File: config.mk
export PLATFORM = sky130hd
export DESIGN_NAME = quad_encoder_array_flat
export DESIGN_NICKNAME = d
export VERILOG_FILES = /design/src/rtl/quad_encoder_array_if.sv /design/src/rtl/quad_encoder_array.sv /design/src/flat_wrapper.sv
export SDC_FILE = /design/constraint.sdc
export NUM_CORES = 1
export LEC_CHECK = 0
export ABC_AREA = 0
export ABC_CLOCK_PERIOD_IN_PS = 7100
export CAP_MARGIN = 20
export CORE_ASPECT_RATIO = 1.1
export CORE_MARGIN = 5
export CORE_UTILIZATION = 39
export CTS_BUF_LIST = sky130_fd_sc_hd__clkbuf_8 sky130_fd_sc_hd__clkbuf_16
export DETAILED_ROUTE_END_ITERATION = 7
export GPL_ROUTABILITY_DRIVEN = 0
export GPL_TIMING_DRIVEN = 0
export SLEW_MARGIN = 10
export SYNTH_ARGS = -nofsm -noshare
export SYNTH_HDL_FRONTEND = slang
export SYNTH_SLANG_ARGS = --single-unit
File: constraint.sdc
create_clock -name CLK -period 7.1 [get_ports CLK]
set_input_delay 2.13 -clock CLK [delete_from_list [all_inputs] [get_ports CLK]]
set_output_delay 2.13 -clock CLK [all_outputs]
set_load 0.05 [all_outputs]
File: src/rtl/quad_encoder_array_if.sv
`default_nettype none
// ============================================================================
// Module      : quad_encoder_array_if
// Description : Bundle of encoder pins and per-channel results exchanged
//               between quad_encoder_array and its environment.
//               master : drives raw encoder pins and error_clear
//               slave  : the encoder array itself
//               Optional QUAD_INDEX_EN adds index / index_seen.
// Revision    : 1.0 - initial release
// ============================================================================
interface quad_encoder_array_if #(
    parameter int CHANNELS    = 2,
    parameter int COUNT_WIDTH = 32
);
    logic [CHANNELS-1:0]             quadA;
    logic [CHANNELS-1:0]             quadB;
`ifdef QUAD_INDEX_EN
    logic [CHANNELS-1:0]             index;
    logic [CHANNELS-1:0]             index_seen;
`endif
    logic                            error_clear;
    logic [CHANNELS*COUNT_WIDTH-1:0] count;
    logic [CHANNELS*COUNT_WIDTH-1:0] velocity;
    logic                            vel_valid;
    logic [CHANNELS-1:0]             error;
    logic [CHANNELS-1:0]             A_filtered;

    modport master (
`ifdef QUAD_INDEX_EN
        output index,
        input  index_seen,
`endif
        output quadA,
        output quadB,
        output error_clear,
        input  count,
        input  velocity,
        input  vel_valid,
        input  error,
        input  A_filtered
    );

    modport slave (
`ifdef QUAD_INDEX_EN
        input  index,
        output index_seen,
`endif
        input  quadA,
        input  quadB,
        input  error_clear,
        output count,
        output velocity,
        output vel_valid,
        output error,
        output A_filtered
    );
endinterface
`default_nettype wire

File: src/rtl/quad_encoder_array.sv
`default_nettype none
// ============================================================================
// Module      : quad_encoder_array
// Description : Multi-channel x4 quadrature decoder. Every raw pin is
//               synchronised (2 FF) and glitch-filtered; each channel keeps a
//               wrapping signed position count, a sticky illegal-transition
//               flag and a periodic velocity sample (shared period timer).
// Ports       : CLK        - system clock, rising edge
//               reset      - synchronous active-high reset
//               bus        - quad_encoder_array_if.slave (pins, count,
//                            velocity, vel_valid, error, A_filtered,
//                            optional index/index_seen)
// Options     : QUAD_INDEX_EN - adds filtered index input that zeroes the
//               count on its rising edge and sets a sticky index_seen flag.
// Revision    : 1.0 - initial release
// ============================================================================
module quad_encoder_array #(
    parameter int CHANNELS     = 2,
    parameter int COUNT_WIDTH  = 32,
    parameter int FILTER_DEPTH = 5,
    parameter int VEL_PERIOD   = 16000
) (
    input  logic                 CLK,
    input  logic                 reset,
    quad_encoder_array_if.slave  bus
);

`ifdef QUAD_INDEX_EN
    localparam int NIN = 3;
`else
    localparam int NIN = 2;
`endif
    localparam int NRAW = NIN * CHANNELS;

    localparam int             FCW       = 8;
    localparam logic [FCW-1:0] FILT_LAST = FCW'(FILTER_DEPTH - 1);

    localparam int            WARM_CYCLES = FILTER_DEPTH + 3;
    localparam int            WW          = $clog2(WARM_CYCLES + 1);
    localparam logic [WW-1:0] WARM_DONE   = WW'(WARM_CYCLES);

    localparam int            PW          = $clog2(VEL_PERIOD);
    localparam logic [PW-1:0] PERIOD_LAST = PW'(VEL_PERIOD - 1);

    // Raw pin vector layout: [A ch0..N-1][B ch0..N-1][index ch0..N-1]
    logic [NRAW-1:0] raw;
    logic [NRAW-1:0] filt;

`ifdef QUAD_INDEX_EN
    assign raw = {bus.index, bus.quadB, bus.quadA};
`else
    assign raw = {bus.quadB, bus.quadA};
`endif

    // ------------------------------------------------------------------
    // Synchroniser + stability filter, one per raw pin
    // ------------------------------------------------------------------
    for (genvar i = 0; i < NRAW; i++) begin : g_in
        logic           meta;
        logic           sync;
        logic           filt_q;
        logic [FCW-1:0] fcnt;

        always_ff @(posedge CLK) begin
            if (reset) begin
                meta   <= 1'b0;
                sync   <= 1'b0;
                filt_q <= 1'b0;
                fcnt   <= '0;
            end else begin
                meta <= raw[i];
                sync <= meta;
                if (sync == filt_q) begin
                    fcnt <= '0;
                end else if (fcnt == FILT_LAST) begin
                    // FILTER_DEPTH consecutive differing cycles: accept
                    filt_q <= sync;
                    fcnt   <= '0;
                end else begin
                    fcnt <= fcnt + FCW'(1);
                end
            end
        end

        assign filt[i] = filt_q;
    end

    // ------------------------------------------------------------------
    // Warm-up: hold off decoding until the filters have settled on the
    // pin levels present at reset release.
    // ------------------------------------------------------------------
    logic [WW-1:0] warm_cnt;
    logic          decode_en;

    assign decode_en = (warm_cnt == WARM_DONE);

    always_ff @(posedge CLK) begin
        if (reset) begin
            warm_cnt <= '0;
        end else if (!decode_en) begin
            warm_cnt <= warm_cnt + WW'(1);
        end
    end

    // ------------------------------------------------------------------
    // Shared velocity period timer
    // ------------------------------------------------------------------
    logic [PW-1:0] period_cnt;
    logic          period_last;
    logic          vel_valid_q;

    assign period_last = (period_cnt == PERIOD_LAST);

    always_ff @(posedge CLK) begin
        if (reset) begin
            period_cnt  <= '0;
            vel_valid_q <= 1'b0;
        end else begin
            period_cnt  <= period_last ? '0 : period_cnt + PW'(1);
            vel_valid_q <= period_last;
        end
    end

    assign bus.vel_valid  = vel_valid_q;
    assign bus.A_filtered = filt[CHANNELS-1:0];

    // ------------------------------------------------------------------
    // Per-channel decoder, counter, error flag and velocity sample
    // ------------------------------------------------------------------
    for (genvar c = 0; c < CHANNELS; c++) begin : g_ch
        logic [1:0]             cur_ab;
        logic [1:0]             prev_ab;
        logic                   step_up;
        logic                   step_dn;
        logic                   illegal;
        logic                   idx_rise;
        logic [COUNT_WIDTH-1:0] cnt;
        logic [COUNT_WIDTH-1:0] snap;
        logic [COUNT_WIDTH-1:0] vel;
        logic                   err;

        assign cur_ab = {filt[c], filt[CHANNELS + c]};

        // {prev,cur} as {A,B,A,B}; forward order is 00->10->11->01->00
        always_comb begin
            step_up = 1'b0;
            step_dn = 1'b0;
            case ({prev_ab, cur_ab})
                4'b0010, 4'b1011, 4'b1101, 4'b0100: step_up = 1'b1;
                4'b1000, 4'b1110, 4'b0111, 4'b0001: step_dn = 1'b1;
                default: ;
            endcase
        end

        assign illegal = ((prev_ab ^ cur_ab) == 2'b11);

`ifdef QUAD_INDEX_EN
        logic idx_prev;
        logic seen;

        assign idx_rise = filt[2*CHANNELS + c] & ~idx_prev;

        always_ff @(posedge CLK) begin
            if (reset) begin
                idx_prev <= 1'b0;
                seen     <= 1'b0;
            end else begin
                idx_prev <= filt[2*CHANNELS + c];
                if (decode_en && idx_rise) begin
                    seen <= 1'b1;
                end
            end
        end

        assign bus.index_seen[c] = seen;
`else
        assign idx_rise = 1'b0;
`endif

        always_ff @(posedge CLK) begin
            if (reset) begin
                prev_ab <= 2'b00;
                cnt     <= '0;
                snap    <= '0;
                vel     <= '0;
                err     <= 1'b0;
            end else begin
                // Tracks the filtered pins even during warm-up so the first
                // enabled comparison starts from the settled levels.
                prev_ab <= cur_ab;

                if (decode_en && idx_rise) begin
                    cnt <= '0;
                end else if (decode_en && step_up) begin
                    cnt <= cnt + COUNT_WIDTH'(1);
                end else if (decode_en && step_dn) begin
                    cnt <= cnt - COUNT_WIDTH'(1);
                end

                // A new illegal step outranks a simultaneous clear
                if (decode_en && illegal) begin
                    err <= 1'b1;
                end else if (bus.error_clear) begin
                    err <= 1'b0;
                end

                // Modular difference stays correct across count wrap
                if (period_last) begin
                    vel  <= cnt - snap;
                    snap <= cnt;
                end
            end
        end

        assign bus.count[c*COUNT_WIDTH +: COUNT_WIDTH]    = cnt;
        assign bus.velocity[c*COUNT_WIDTH +: COUNT_WIDTH] = vel;
        assign bus.error[c]                               = err;
    end

endmodule
`default_nettype wire

File: src/flat_wrapper.sv
// flat-port wrapper written by rule: the top's interface ports become plain ports
module quad_encoder_array_flat 
#(
    parameter int CHANNELS     = 2,
    parameter int COUNT_WIDTH  = 32,
    parameter int FILTER_DEPTH = 5,
    parameter int VEL_PERIOD   = 16000
)
  (CLK, reset, bus_quadA, bus_quadB, bus_error_clear, bus_count, bus_velocity, bus_vel_valid, bus_error, bus_A_filtered);
  quad_encoder_array_if #(.CHANNELS(CHANNELS), .COUNT_WIDTH(COUNT_WIDTH)) bus_i ();
  input  logic CLK;
  input  logic reset;
  input wire logic [$bits(bus_i.quadA)-1:0] bus_quadA;
  input wire logic [$bits(bus_i.quadB)-1:0] bus_quadB;
  input wire logic [$bits(bus_i.error_clear)-1:0] bus_error_clear;
  output wire logic [$bits(bus_i.count)-1:0] bus_count;
  output wire logic [$bits(bus_i.velocity)-1:0] bus_velocity;
  output wire logic [$bits(bus_i.vel_valid)-1:0] bus_vel_valid;
  output wire logic [$bits(bus_i.error)-1:0] bus_error;
  output wire logic [$bits(bus_i.A_filtered)-1:0] bus_A_filtered;
  assign bus_i.quadA = bus_quadA;
  assign bus_i.quadB = bus_quadB;
  assign bus_i.error_clear = bus_error_clear;
  assign bus_count = bus_i.count;
  assign bus_velocity = bus_i.velocity;
  assign bus_vel_valid = bus_i.vel_valid;
  assign bus_error = bus_i.error;
  assign bus_A_filtered = bus_i.A_filtered;
  quad_encoder_array #(.CHANNELS(CHANNELS), .COUNT_WIDTH(COUNT_WIDTH), .FILTER_DEPTH(FILTER_DEPTH), .VEL_PERIOD(VEL_PERIOD)) u_core (.CLK(CLK), .reset(reset), .bus(bus_i));
endmodule
### Word level (Yosys, flattened, before mapping)

Index checks and enable logic that the tools add are counted.
W data, S select, Z words.

* memories kept: 0
* RAM bits: 0
* logic and storage cells: 109
* bits in latches: 0
* register bits: 261
* input bits: 7
* ROM bits: 0

* add/subtract/negate cells: 12
* multiply operators: 0
* shift-type cells: 0
* equality and inequality tests: 28
* bitwise gates (word level): 6
* reductions and logical operators: 23
* div/mod/pow operators: 0
* muxes and demuxes: 11
* $lt $le $gt $ge: 0

Operators by type and width (count)
* $mux W32: 4
* $add A32 B1 Y32 const B: 2
* $sub A32 B1 Y32 const B: 2
* $sub A32 B32 Y32: 2
* $eq A4 B4 Y1 const B: 9
* $add A8 B1 Y8 const B: 4
* $eq A8 B3 Y1 const B: 4
* $eq A4 B3 Y1 const B: 4
* $reduce_or A4 Y1: 4
* $add A14 B1 Y14 const B: 1
* $eq A14 B14 Y1 const B: 1
* $reduce_or A3 Y1: 4
* $eq A4 B1 Y1 const B: 2
* $eq A4 B2 Y1 const B: 2
* $reduce_and A2 Y1: 4
* $reduce_bool A2 Y1: 4
* $mux W1: 7
* $logic_and A1 B1 Y1: 6
* $add A4 B1 Y4 const B: 1
* $eq A1 B1 Y1: 4
* $eq A2 B2 Y1 const B: 2
* $not A1 Y1: 4
* $xor A2 B2 Y2: 2
* $reduce_or A2 Y1: 1

### Logic depth before layout (Yosys ltp)

Gate-level depths: netlist of the first run.

* depth in word-level cells: 6
* depth in mapped cells: 16

### Least setup slack after synthesis of the first run

No wires, ideal clock.

* path type: register to register
* start: register u_core.warm_cnt[0]
* end: register u_core.g_ch[1].cnt[31]
* data required time: 6.977 ns
* setup time: 0.123 ns
* period minus slack after synthesis: 4.153 ns
* arrival: 4.029 ns
* setup slack: 2.947 ns
* stages on the path, launching flop included: 16
* cells stage by stage: dfxtp_1 inv_1 ha_1 and3b_1 clkbuf_1 nand3_1 ha_1 a211oi_2 o211ai_2 a221oi_4 a2bb2oi_2 nor2b_1 a31oi_1 o21ai_1 mux2i_1 mux2_1

* word-level cells in the longest chain between the ends: 3

Ends and longest elaborated chain
* from (decl): RTL line quad_encoder_array.sv:92 `logic [WW-1:0] warm_cnt;`
* from (signal assigned): RTL line quad_encoder_array.sv:101 `warm_cnt <= warm_cnt + WW'(1);`
* $eq A4 B4 Y1 (*): RTL line quad_encoder_array.sv:95 `assign decode_en = (warm_cnt == WARM_DONE);`
* $logic_and A1 B1 Y1, on equally long branches: RTL line quad_encoder_array.sv:194, quad_encoder_array.sv:196
* $mux W32 or $reduce_bool A2 Y1 (tied branches)
* to (signal assigned): RTL line quad_encoder_array.sv:195 `cnt <= cnt + COUNT_WIDTH'(1);`
* to (signal assigned): RTL line quad_encoder_array.sv:197 `cnt <= cnt - COUNT_WIDTH'(1);`
* to (decl): RTL line quad_encoder_array.sv:137 `logic [COUNT_WIDTH-1:0] cnt;`

Every way passes the cells marked *; elsewhere a longest branch is shown, timed or not.
A chain may end at the register's enable or synchronous reset.

### Worst setup path after layout of the first run

Same ends and word-level chain as after synthesis.

==> results of run 1 <==
==> cells in the final DEF, fill, tap and decap left out, types with 23 or more instances in the layout <==
master	count
nand2_1	360
a21oi_1	263
dfxtp_1	261
nor2_1	141
clkdlybuf4s50_1	138
ha_1	135
inv_1	107
clkbuf_1	78
xnor2_1	77
a21o_1	72
xor2_1	70
nand3_1	69
o21ai_0	51
clkbuf_16	31
and3_1	29
a211oi_1	25
nor3_1	23
==> sequential cells by signal, indices dropped and copies added (netlist names) <==
register / flops
u_core.g_in.sync: 4
u_core.bus.vel_valid: 1
u_core.g_ch.cnt: 64
u_core.g_in.filt_q: 4
u_core.g_ch.prev_ab: 4
u_core.g_ch.vel: 64
u_core.g_ch.snap: 64
u_core.period_cnt: 14
u_core.warm_cnt: 4
u_core.g_in.fcnt: 32
u_core.g_ch.err: 2
u_core.g_in.meta: 4
==> per-stage QoR <==
stage	instance area (um2)	hold slack, ns	worst slack (ns)
after floorplan	16040	0.4138	2.947
after global placement	18070	0.4211	1.832
after detailed placement	18100	0.4267	2.383
after CTS	19220	0.4411	2.356
after global routing	19220	0.4495	2.031
final	19220	0.4379	2.328
==> layout make-up <==
class / count / area share [%]
plain buffers: 91 / 1.927
clock buffers: 41 / 4.751
clock inverters: 17 / 1.067
inverters: 104 / 2.031
multi-input cells: 1590 / 52.32
flip-flops and latches: 261 / 27.18
well taps: 520 / 3.385
repair buffers: 140 / 7.342
==> final timing paths <==
kind                                          endpoint  slack, ns
worst min register to register     u_core.g_in[1].sync       0.44
worst max-delay path            u_core.g_ch[1].cnt[31]       2.33
worst max register to register  u_core.g_ch[1].cnt[31]       2.33
worst min-delay path               u_core.g_in[1].sync       0.44
==> report_power, final <==
part	switching, mW	internal [mW]
Clock	0.673	1.05
Combinational	0.0401	0.0126
Sequential	0.00471	1.47
Total	0.718	2.53
==> layer usage <==
layer	vias up	track usage [%]	routed length, um
met4	2	4.984	1003
met1	6990	27.43	22070
met5	-	0	13
met2	337	33.10	21580
li1	7492	-	-
met3	63	3.416	2489
==> cells by family after synthesis <==
family	synth area share, %
compound gates	22.37
xor+xnor	8.025
fa+ha+maj	11.03
buf+inv	4.742
flops	32.57
mux	0.6473
simple gates	20.62
==> critical path, cell delays in order (launching register included) <==
cell and delay [ns]:
dfxtp_1 0.33, inv_1 0.09, ha_1 0.17, and3b_1 0.15
clkbuf_1 0.40, nand3_1 0.58, buf_8 0.37, ha_1 0.35
o211ai_1 0.29, o211ai_2 0.17, a221oi_4 0.36, a2bb2oi_2 0.14
nor2b_1 0.17, a31oi_1 0.31, o21ai_1 0.16, mux2i_1 0.26
mux2_1 0.35
==> run_results.csv, run 1 <==
group,metric,value,unit
run_status,status,"completed",
yosys,synth.distinct_cells,91,
yosys,yosysWarningCount,0,
drt,drc,0,
timing,grt_setup_unrepaired,"false",
finish,ff_latch_area,5225,um2
drt,viasPerCell,5.385,
timing,setup_violations,0,
drt,drtAntennaViolNets,0,
finish,multi_input_area,10060,um2
yosys,synth_top_cell_by_area,"dfxtp_1",
drt,first_pass_iters,6,
global_route,grt_max_degree,23,
placement,port_buffers,138,
clock_tree,cts_buffers,31,
floorplanning,io_pins,140,
worst_setup_path,worstPathArrival,5.25,ns
timing,worstMarginPinSlew,1.004,ns
timing,skew,0.02027,ns
worst_setup_path,worstPathRequired,7.58,ns
floorplanning,initial_utilization,39.14,%
yosys,ys.flop_type,"dfxtp_1",
timing,min_period,4.772,ns
yosys,synth.top_cell.area_share,32.57,%
global_route,grt_pass1_wl,75.56,mm
hold_path,hp-class,"register to register",
yosys,ys_top_cells_by_count,"nand2_1 (360), a21oi_1 (263), dfxtp_1 (261)",
yosys,syn_nets,2192,
hold_path,hold_depth,1,
global_route,antenna_found_initial,1,
clock_tree,cts_setup_buffers,0,
clock_tree,cts.path.max_buffers,3,
drt,wirelength,47.16,mm
timing,hold_violations,0,
power,p_per_area,169.0,nW/um2
worst_setup_path,setup.worst_path.start,"u_core.warm_cnt[0]",
yosys,syn_inst,2046,
clock_tree,path_clk_slew,0.06,ns
power,irDropWorstVdd,0.1723,mV
floorplanning,die_x,203.4,um
timing,final_max_slew_viol_count,0,
yosys,synth.area.top_cells,"dfxtp_1 (33%), ha_1 (11%), nand2_1 (8.4%)",
worst_setup_path,crit_path_start_kind,"register",
global_route,track_usage,20.08,%
floorplanning,num_rows,78,
finish,final.fill_count,4053,
floorplanning,die_y,222.7,um
placement,dp_hpwl,36.24,mm
finish,syn_to_final_growth,19.83,%
timing,setup_tns,0,ns
yosys,synth_edf_count,0,
power,p_leak,7.945,nW
clock_tree,clock_sinks,261,
worst_setup_path,crit_fanout,20,
yosys,yosys.cell_count.top_type,"nand2_1",
yosys,syn_area,16040,um2
run,drv_cap,0,
finish,fin_util,46.90,%
floorplanning,dieArea,45300,um2
drt,vias,14880,
finish,nets,2365,
hold_path,worstHoldStart,"u_core.g_in[1].meta",
drt,drt_iter0_drc,878,
yosys,avgSynthCellArea,7.841,um2
timing,layout_worst_path_cycle_share,67.21,%
floorplanning,core_area,40990,um2
placement,dp_cells,2706,
finish,antenna_cells,0,
clock_tree,htreeDepth,1,
finish,stdcell_count,2764,
clock_tree,ctsResizeCount,0,
timing,clock.fmax,209.6,MHz
yosys,async_flop_share,0,%
drt,wl_per_cell,17.06,um
clock_tree,ctsRootBufferMaster,"clkbuf_16",
finish,drive_above_1_share,4.456,%
timing,slew_headroom,33.08,%
clock_tree,tritoncts,"done",
worst_setup_path,reg2regPathDepth,16,
yosys,ys_ff_latch,261,
global_route,gr-total-overflow,0,
clock_tree,hold_buffers,0,
clock_tree,clkLatencyLatePin,0.59,ns
power,total_power,3.249,mW
yosys,yosysSeqAreaShare,32.57,%
worst_setup_path,crit_type,"register to register",
global_route,grt_pass1_vias,14280,
worst_setup_path,setup.worst_path.end_class,"register",
worst_setup_path,r2r_start,"u_core.warm_cnt[0]",
Power figures use the tool's default switching activity.
==> inputs of run 2 (changes only) <==
--- a/config.mk
+++ b/config.mk
@@ -6,7 +6,7 @@
 export NUM_CORES = 1
 export LEC_CHECK = 0
 export ABC_AREA = 0
-export ABC_CLOCK_PERIOD_IN_PS = 7100
+export ABC_CLOCK_PERIOD_IN_PS = 4950
 export CAP_MARGIN = 20
 export CORE_ASPECT_RATIO = 1.1
 export CORE_MARGIN = 5
==> constraint.sdc (replaced) <==
create_clock -name CLK -period 4.95 [get_ports CLK]
set_input_delay 1.485 -clock CLK [delete_from_list [all_inputs] [get_ports CLK]]
set_output_delay 1.485 -clock CLK [all_outputs]
set_load 0.05 [all_outputs]
==> run_results.csv, run 2 (same netlist as run 1, synthesis figures left out) <==
group,metric,value,unit
timing,setup_violations,0,
power,p_per_area,242.3,nW/um2
power,p_leak,7.945,nW
floorplanning,core_area,40990,um2
drt,drt_iter0_drc,878,
drt,vias,14850,
finish,nets,2365,
hold_path,hold_depth,1,
placement,dp_cells,2706,
hold_path,hold_end,"u_core.g_in[1].sync",
floorplanning,dieArea,45300,um2
worst_setup_path,worstPathArrival,5.02,ns
drt,viasPerCell,5.374,
clock_tree,path_clk_slew,0.06,ns
clock_tree,clock_sinks,261,
drt,drc,0,
power,irDropWorstVdd,0.2466,mV
worst_setup_path,ff2ff_setup_slack,0.41,ns
global_route,grt_max_degree,23,
run_status,status,"completed",
hold_path,hp-class,"register to register",
global_route,gr-total-overflow,0,
worst_setup_path,setup.worst_path.end_class,"register",
floorplanning,io_pins,140,
clock_tree,htreeDepth,1,
finish,ff_latch_area,5225,um2
clock_tree,cts_setup_buffers,0,
worst_setup_path,r2r-end,"u_core.g_ch[1].cnt[31]",
timing,hold_violations,0,
global_route,grt_pass1_vias,14280,
placement,port_buffers,138,
timing,worstMarginPinSlew,1.005,ns
clock_tree,tritoncts,"done",
finish,largest_registers,"u_core.g_ch.cnt x64, u_core.g_ch.snap x64, u_core.g_ch.vel x64",
global_route,track_usage,20.08,%
finish,antenna_cells,0,
placement,place_ws,0.2327,ns
hold_path,worstHoldStart,"u_core.g_in[1].meta",
timing,grt_setup_unrepaired,"false",
finish,drive_above_1_share,4.501,%
worst_setup_path,crit_type,"register to register",
drt,wirelength,47.11,mm
global_route,grt_pass1_wl,75.56,mm
clock_tree,ctsResizeCount,0,
clock_tree,clkLatencyLatePin,0.59,ns
clock_tree,cts.path.max_buffers,3,
finish,syn_to_final_growth,19.86,%
worst_setup_path,r2r_start,"u_core.warm_cnt[0]",
clock_tree,hold_buffers,0,
finish,multi_input_area,10060,um2
timing,fin_ws,0.4119,ns
timing,layout_worst_path_cycle_share,91.68,%
floorplanning,initial_utilization,39.14,%
timing,slew_headroom,33.03,%
floorplanning,num_rows,78,
drt,wl_per_cell,17.05,um
floorplanning,die_x,203.4,um
worst_setup_path,reg2regPathDepth,16,
timing,clock.fmax,220.4,MHz
worst_setup_path,crit_fanout,20,
floorplanning,die_y,222.7,um
timing,setup_tns,0,ns
drt,first_pass_iters,5,
finish,final_common_cell,"nand2_1",
worst_setup_path,crit_path_start_kind,"register",
clock_tree,ctsRootBufferMaster,"clkbuf_16",
global_route,antenna_found_initial,1,
run,drv_cap,0,
timing,min_period,4.538,ns
drt,drtAntennaViolNets,0,
timing,skew,0.02080,ns
worst_setup_path,worstPathRequired,5.43,ns
finish,stdcell_count,2764,
placement,dp_hpwl,36.24,mm
timing,final_max_slew_viol_count,0,
clock_tree,cts_buffers,31,
finish,final.fill_count,4053,
finish,layout_common_cells,"nand2_1 (360), a21oi_1 (263), dfxtp_1 (261)",
## run 2: cell count changes in the layout (fill, tap and decap cells not counted)
cell,change
nand3_2,+1
nand3_1,-1
## run 2: how the worst max path moves through the flow
stage | startpoint | to | slack [ns] | depth (start not counted)
2_1_floorplan | u_core.warm_cnt[0] | u_core.g_ch[1].cnt[31] | 0.80 | 15
3_3_place_gp | u_core.warm_cnt[0] | u_core.g_ch[1].cnt[31] | -0.32 | 15
3_5_place_dp | u_core.warm_cnt[0] | u_core.g_ch[1].cnt[31] | 0.23 | 16
4_1_cts | u_core.warm_cnt[0] | u_core.g_ch[1].cnt[31] | 0.21 | 16
5_1_grt | u_core.warm_cnt[0] | u_core.g_ch[1].cnt[31] | 0.12 | 16
6_report | u_core.warm_cnt[0] | u_core.g_ch[1].cnt[31] | 0.41 | 16
## run 2: layer usage
metal	up-vias	wire (um)	GRT usage, %
li1	7487	-	-
met1	6964	22000	27.43
met2	336	21540	33.10
met3	65	2548	3.416
met4	2	1009	4.984
met5	-	13	0
## run 2: final cells by class
class,instances,share of cell area (%)
multi-input cells,1590,52.33
flip-flops and latches,261,27.17
repair buffers,140,7.340
clock buffers,41,4.750
well taps,520,3.384
inverters,104,2.030
plain buffers,91,1.926
clock inverters,17,1.067
## run 2: through the flow
step / utilization [%] / instance area, um2 / hold slack, ns / power, mW
5_1_grt: 46.91 / 19230 / 0.4495 / 4.799
2_1_floorplan: - / 16040 / 0.4138 / 2.203
3_3_place_gp: 44.10 / 18070 / 0.4211 / 2.237
6_report: 46.91 / 19230 / 0.4379 / 4.660
4_1_cts: 46.90 / 19220 / 0.4411 / 4.702
3_5_place_dp: 44.17 / 18100 / 0.4267 / 2.237
## run 2: critical path: stages (launching register included)
cell       delay [ns]
dfxtp_1          0.33
inv_1            0.09
ha_1             0.17
and3b_1          0.15
clkbuf_1         0.42
nand3_2          0.41
buf_8            0.30
ha_1             0.35
o211ai_1         0.29
o211ai_2         0.17
a221oi_4         0.36
a2bb2oi_2        0.14
nor2b_1          0.16
a31oi_1          0.30
o21ai_1          0.16
mux2i_1          0.26
mux2_1           0.35
## run 2: power by group
| part | internal, mW | switching [mW] | leakage (nW) |
|---|---|---|---|
| Sequential | 2.11 | 0.00676 | 2.10 |
| Combinational | 0.0181 | 0.0574 | 5.27 |
| Clock | 1.50 | 0.964 | 0.570 |
==> inputs of run 3 (changes only) <==
--- a/config.mk
+++ b/config.mk
@@ -7,7 +7,6 @@
 export LEC_CHECK = 0
 export ABC_AREA = 0
 export ABC_CLOCK_PERIOD_IN_PS = 4950
-export CAP_MARGIN = 20
 export CORE_ASPECT_RATIO = 1.1
 export CORE_MARGIN = 5
 export CORE_UTILIZATION = 39
@@ -15,6 +14,7 @@
 export DETAILED_ROUTE_END_ITERATION = 7
 export GPL_ROUTABILITY_DRIVEN = 0
 export GPL_TIMING_DRIVEN = 0
+export SETUP_SLACK_MARGIN = 0.4
 export SLEW_MARGIN = 10
 export SYNTH_ARGS = -nofsm -noshare
 export SYNTH_HDL_FRONTEND = slang
==> run_results.csv, run 3 (same netlist as run 1, synthesis figures left out) <==
group,metric,value,unit
drt,vias,14760,
hold_path,worstHoldStart,"u_core.g_in[1].meta",
worst_setup_path,reg2regPathDepth,15,
worst_setup_path,crit_type,"register to register",
drt,drt_iter0_drc,843,
floorplanning,dieArea,45300,um2
timing,final_max_slew_viol_count,0,
floorplanning,io_pins,140,
finish,ff_latch_area,5225,um2
worst_setup_path,worst_path_most_repeated_cell,"ha_1",
global_route,grt_pass1_vias,14230,
drt,wl_per_cell,17.05,um
power,p_per_area,247.3,nW/um2
worst_setup_path,crit_path_start_kind,"register",
power,p_leak,7.928,nW
placement,port_buffers,138,
worst_setup_path,worstPathArrival,4.71,ns
timing,slew_headroom,34.11,%
global_route,gr-total-overflow,0,
worst_setup_path,crit_fanout,31,
timing,grt_setup_unrepaired,"false",
global_route,antenna_found_initial,1,
hold_path,hold_end,"u_core.g_in[1].sync",
timing,worstMarginPinSlew,0.9884,ns
global_route,grt_pass1_wl,75.78,mm
floorplanning,initial_utilization,39.14,%
drt,drtAntennaViolNets,0,
hold_path,hold_depth,1,
drt,first_pass_iters,5,
timing,skew,0.01807,ns
timing,setup_violations,0,
run,drv_cap,0,
worst_setup_path,crit_family,"compound AO/OA/AOI/OAI gates",
finish,layout_common_cells,"nand2_1 (360), a21oi_1 (263), dfxtp_1 (261)",
drt,viasPerCell,5.347,
clock_tree,cts.path.max_buffers,3,
floorplanning,num_rows,78,
run_status,status,"completed",
finish,largest_registers,"u_core.g_ch.cnt x64, u_core.g_ch.snap x64, u_core.g_ch.vel x64",
clock_tree,clkLatencyLatePin,0.58,ns
timing,setup_tns,0,ns
finish,antenna_cells,0,
clock_tree,htreeDepth,1,
worst_setup_path,slowest_stage,"ha_1",
floorplanning,die_x,203.4,um
drt,wirelength,47.05,mm
timing,min_period,4.242,ns
timing,clock.fmax,235.8,MHz
finish,nets,2362,
worst_setup_path,crit_cells,15,
worst_setup_path,worstPathRequired,5.42,ns
power,total_power,4.758,mW
worst_setup_path,r2r-end,"u_core.g_ch[1].cnt[31]",
timing,layout_worst_path_cycle_share,85.69,%
worst_setup_path,path_buf_inv,2,
finish,drive_above_1_share,4.375,%
floorplanning,core_area,40990,um2
clock_tree,cts_setup_buffers,0,
timing,hold_violations,0,
floorplanning,die_y,222.7,um
hold_path,hp-class,"register to register",
worst_setup_path,r2r_start,"u_core.warm_cnt[0]",
clock_tree,tritoncts,"done",
finish,multi_input_area,10070,um2
drt,drc,0,
finish,final_common_cell,"nand2_1",
global_route,track_usage,20.18,%
clock_tree,clock_sinks,261,
power,irDropWorstVdd,0.2542,mV
placement,dp_hpwl,36.20,mm
finish,syn_to_final_growth,19.95,%
finish,final.fill_count,4073,
worst_setup_path,max_stage_delay,0.51,ns
worst_setup_path,ff2ff_setup_slack,0.71,ns
worst_setup_path,crit_chain,"inv_1 -> ha_1 -> and3b_1 -> clkbuf_2 -> nand3_4 -> ha_1 -> o211ai_1 -> o211ai_2 -> a221oi_4 -> a2bb2oi_2 -> nor2b_1 -> a31oi_1 -> o21ai_1 -> mux2i_1 -> mux2_1",
clock_tree,cts_buffers,30,
clock_tree,path_clk_slew,0.06,ns
worst_setup_path,setup.worst_path.end_class,"register",
clock_tree,ctsRootBufferMaster,"clkbuf_16",
global_route,grt_max_degree,35,
-- run 3: changes by cell type in the layout (fill, tap and decap cells not counted), moves of 2 or more --
| cell | before | now |
|---|---|---|
| bufinv_16 | 4 | 9 |
| clkinv_2 | 7 | 2 |
| clkinvlp_4 | 1 | 4 |
| buf_8 | 2 | 0 |
| inv_6 | 0 | 3 |
| clkbuf_8 | 10 | 1 |
| clkinv_4 | 0 | 2 |
-- run 3: timing repair --
item | 4_1_cts | 5_1_grt
gates resized for setup | 3 | 3
pin swaps | 0 | 1
hold buffers | 0 | 0
setup endpoints to repair | 25 | 9
-- run 3: stage by stage --
step	hold WS [ns]	worst slack, ns	instances	area [um2]	utilization, %
2_1_floorplan	0.4138	0.7972	2046	16040	-
3_3_place_gp	0.4211	-0.3180	2704	18070	44.10
3_5_place_dp	0.4223	-0.5058	2704	18070	44.10
4_1_cts	0.4373	0.3991	2760	19240	46.94
5_1_grt	0.4557	0.4162	2760	19240	46.95
6_report	0.4344	0.7084	2760	19240	46.95
-- run 3: final cells by class --
type                       instances  area share, %
tap                              520          3.381
clock inverter                    25          2.003
clock buffer                      31          3.973
multi-input combinational       1590          52.35
buffer                            91          1.931
sequential                       261          27.15
inverter                         104          2.029
timing repair buffer             138          7.178
-- run 3: how the worst max path moves through the flow --
stage | to | start
6_report | u_core.g_ch[1].cnt[31] | u_core.warm_cnt[0]
5_1_grt | u_core.g_ch[1].cnt[26] | u_core.warm_cnt[0]
4_1_cts | u_core.g_ch[1].cnt[31] | u_core.warm_cnt[0]
3_5_place_dp | u_core.g_ch[1].cnt[31] | u_core.warm_cnt[0]
3_3_place_gp | u_core.g_ch[1].cnt[31] | u_core.warm_cnt[0]
2_1_floorplan | u_core.g_ch[1].cnt[31] | u_core.warm_cnt[0]
-- run 3: power by group --
group	switching, mW	internal, mW	leakage, nW
logic	0.0567	0.0182	5.26
registers	0.00655	2.11	2.10
clock network	0.968	1.60	0.563
total	1.03	3.73	7.93
-- run 3: layer usage --
metal,vias up,share of wire (%),global-route usage (%)
met5,-,0.043,0
met4,2,2.4,5.462
met3,66,5.4,3.430
met2,297,45,33.00
met1,6925,47,27.59
li1,7469,-,-
-- run 3: worst reg2reg max path: cells and delay by family (launching register included) --
family,cells,cell delay [ns]
adder cells (fa/ha/maj),2,0.71
AND/OR/NAND/NOR,3,0.71
AO/OA/AOI/OAI,6,1.45
flip-flops,1,0.33
buffers and inverters,2,0.35
multiplexers,2,0.59
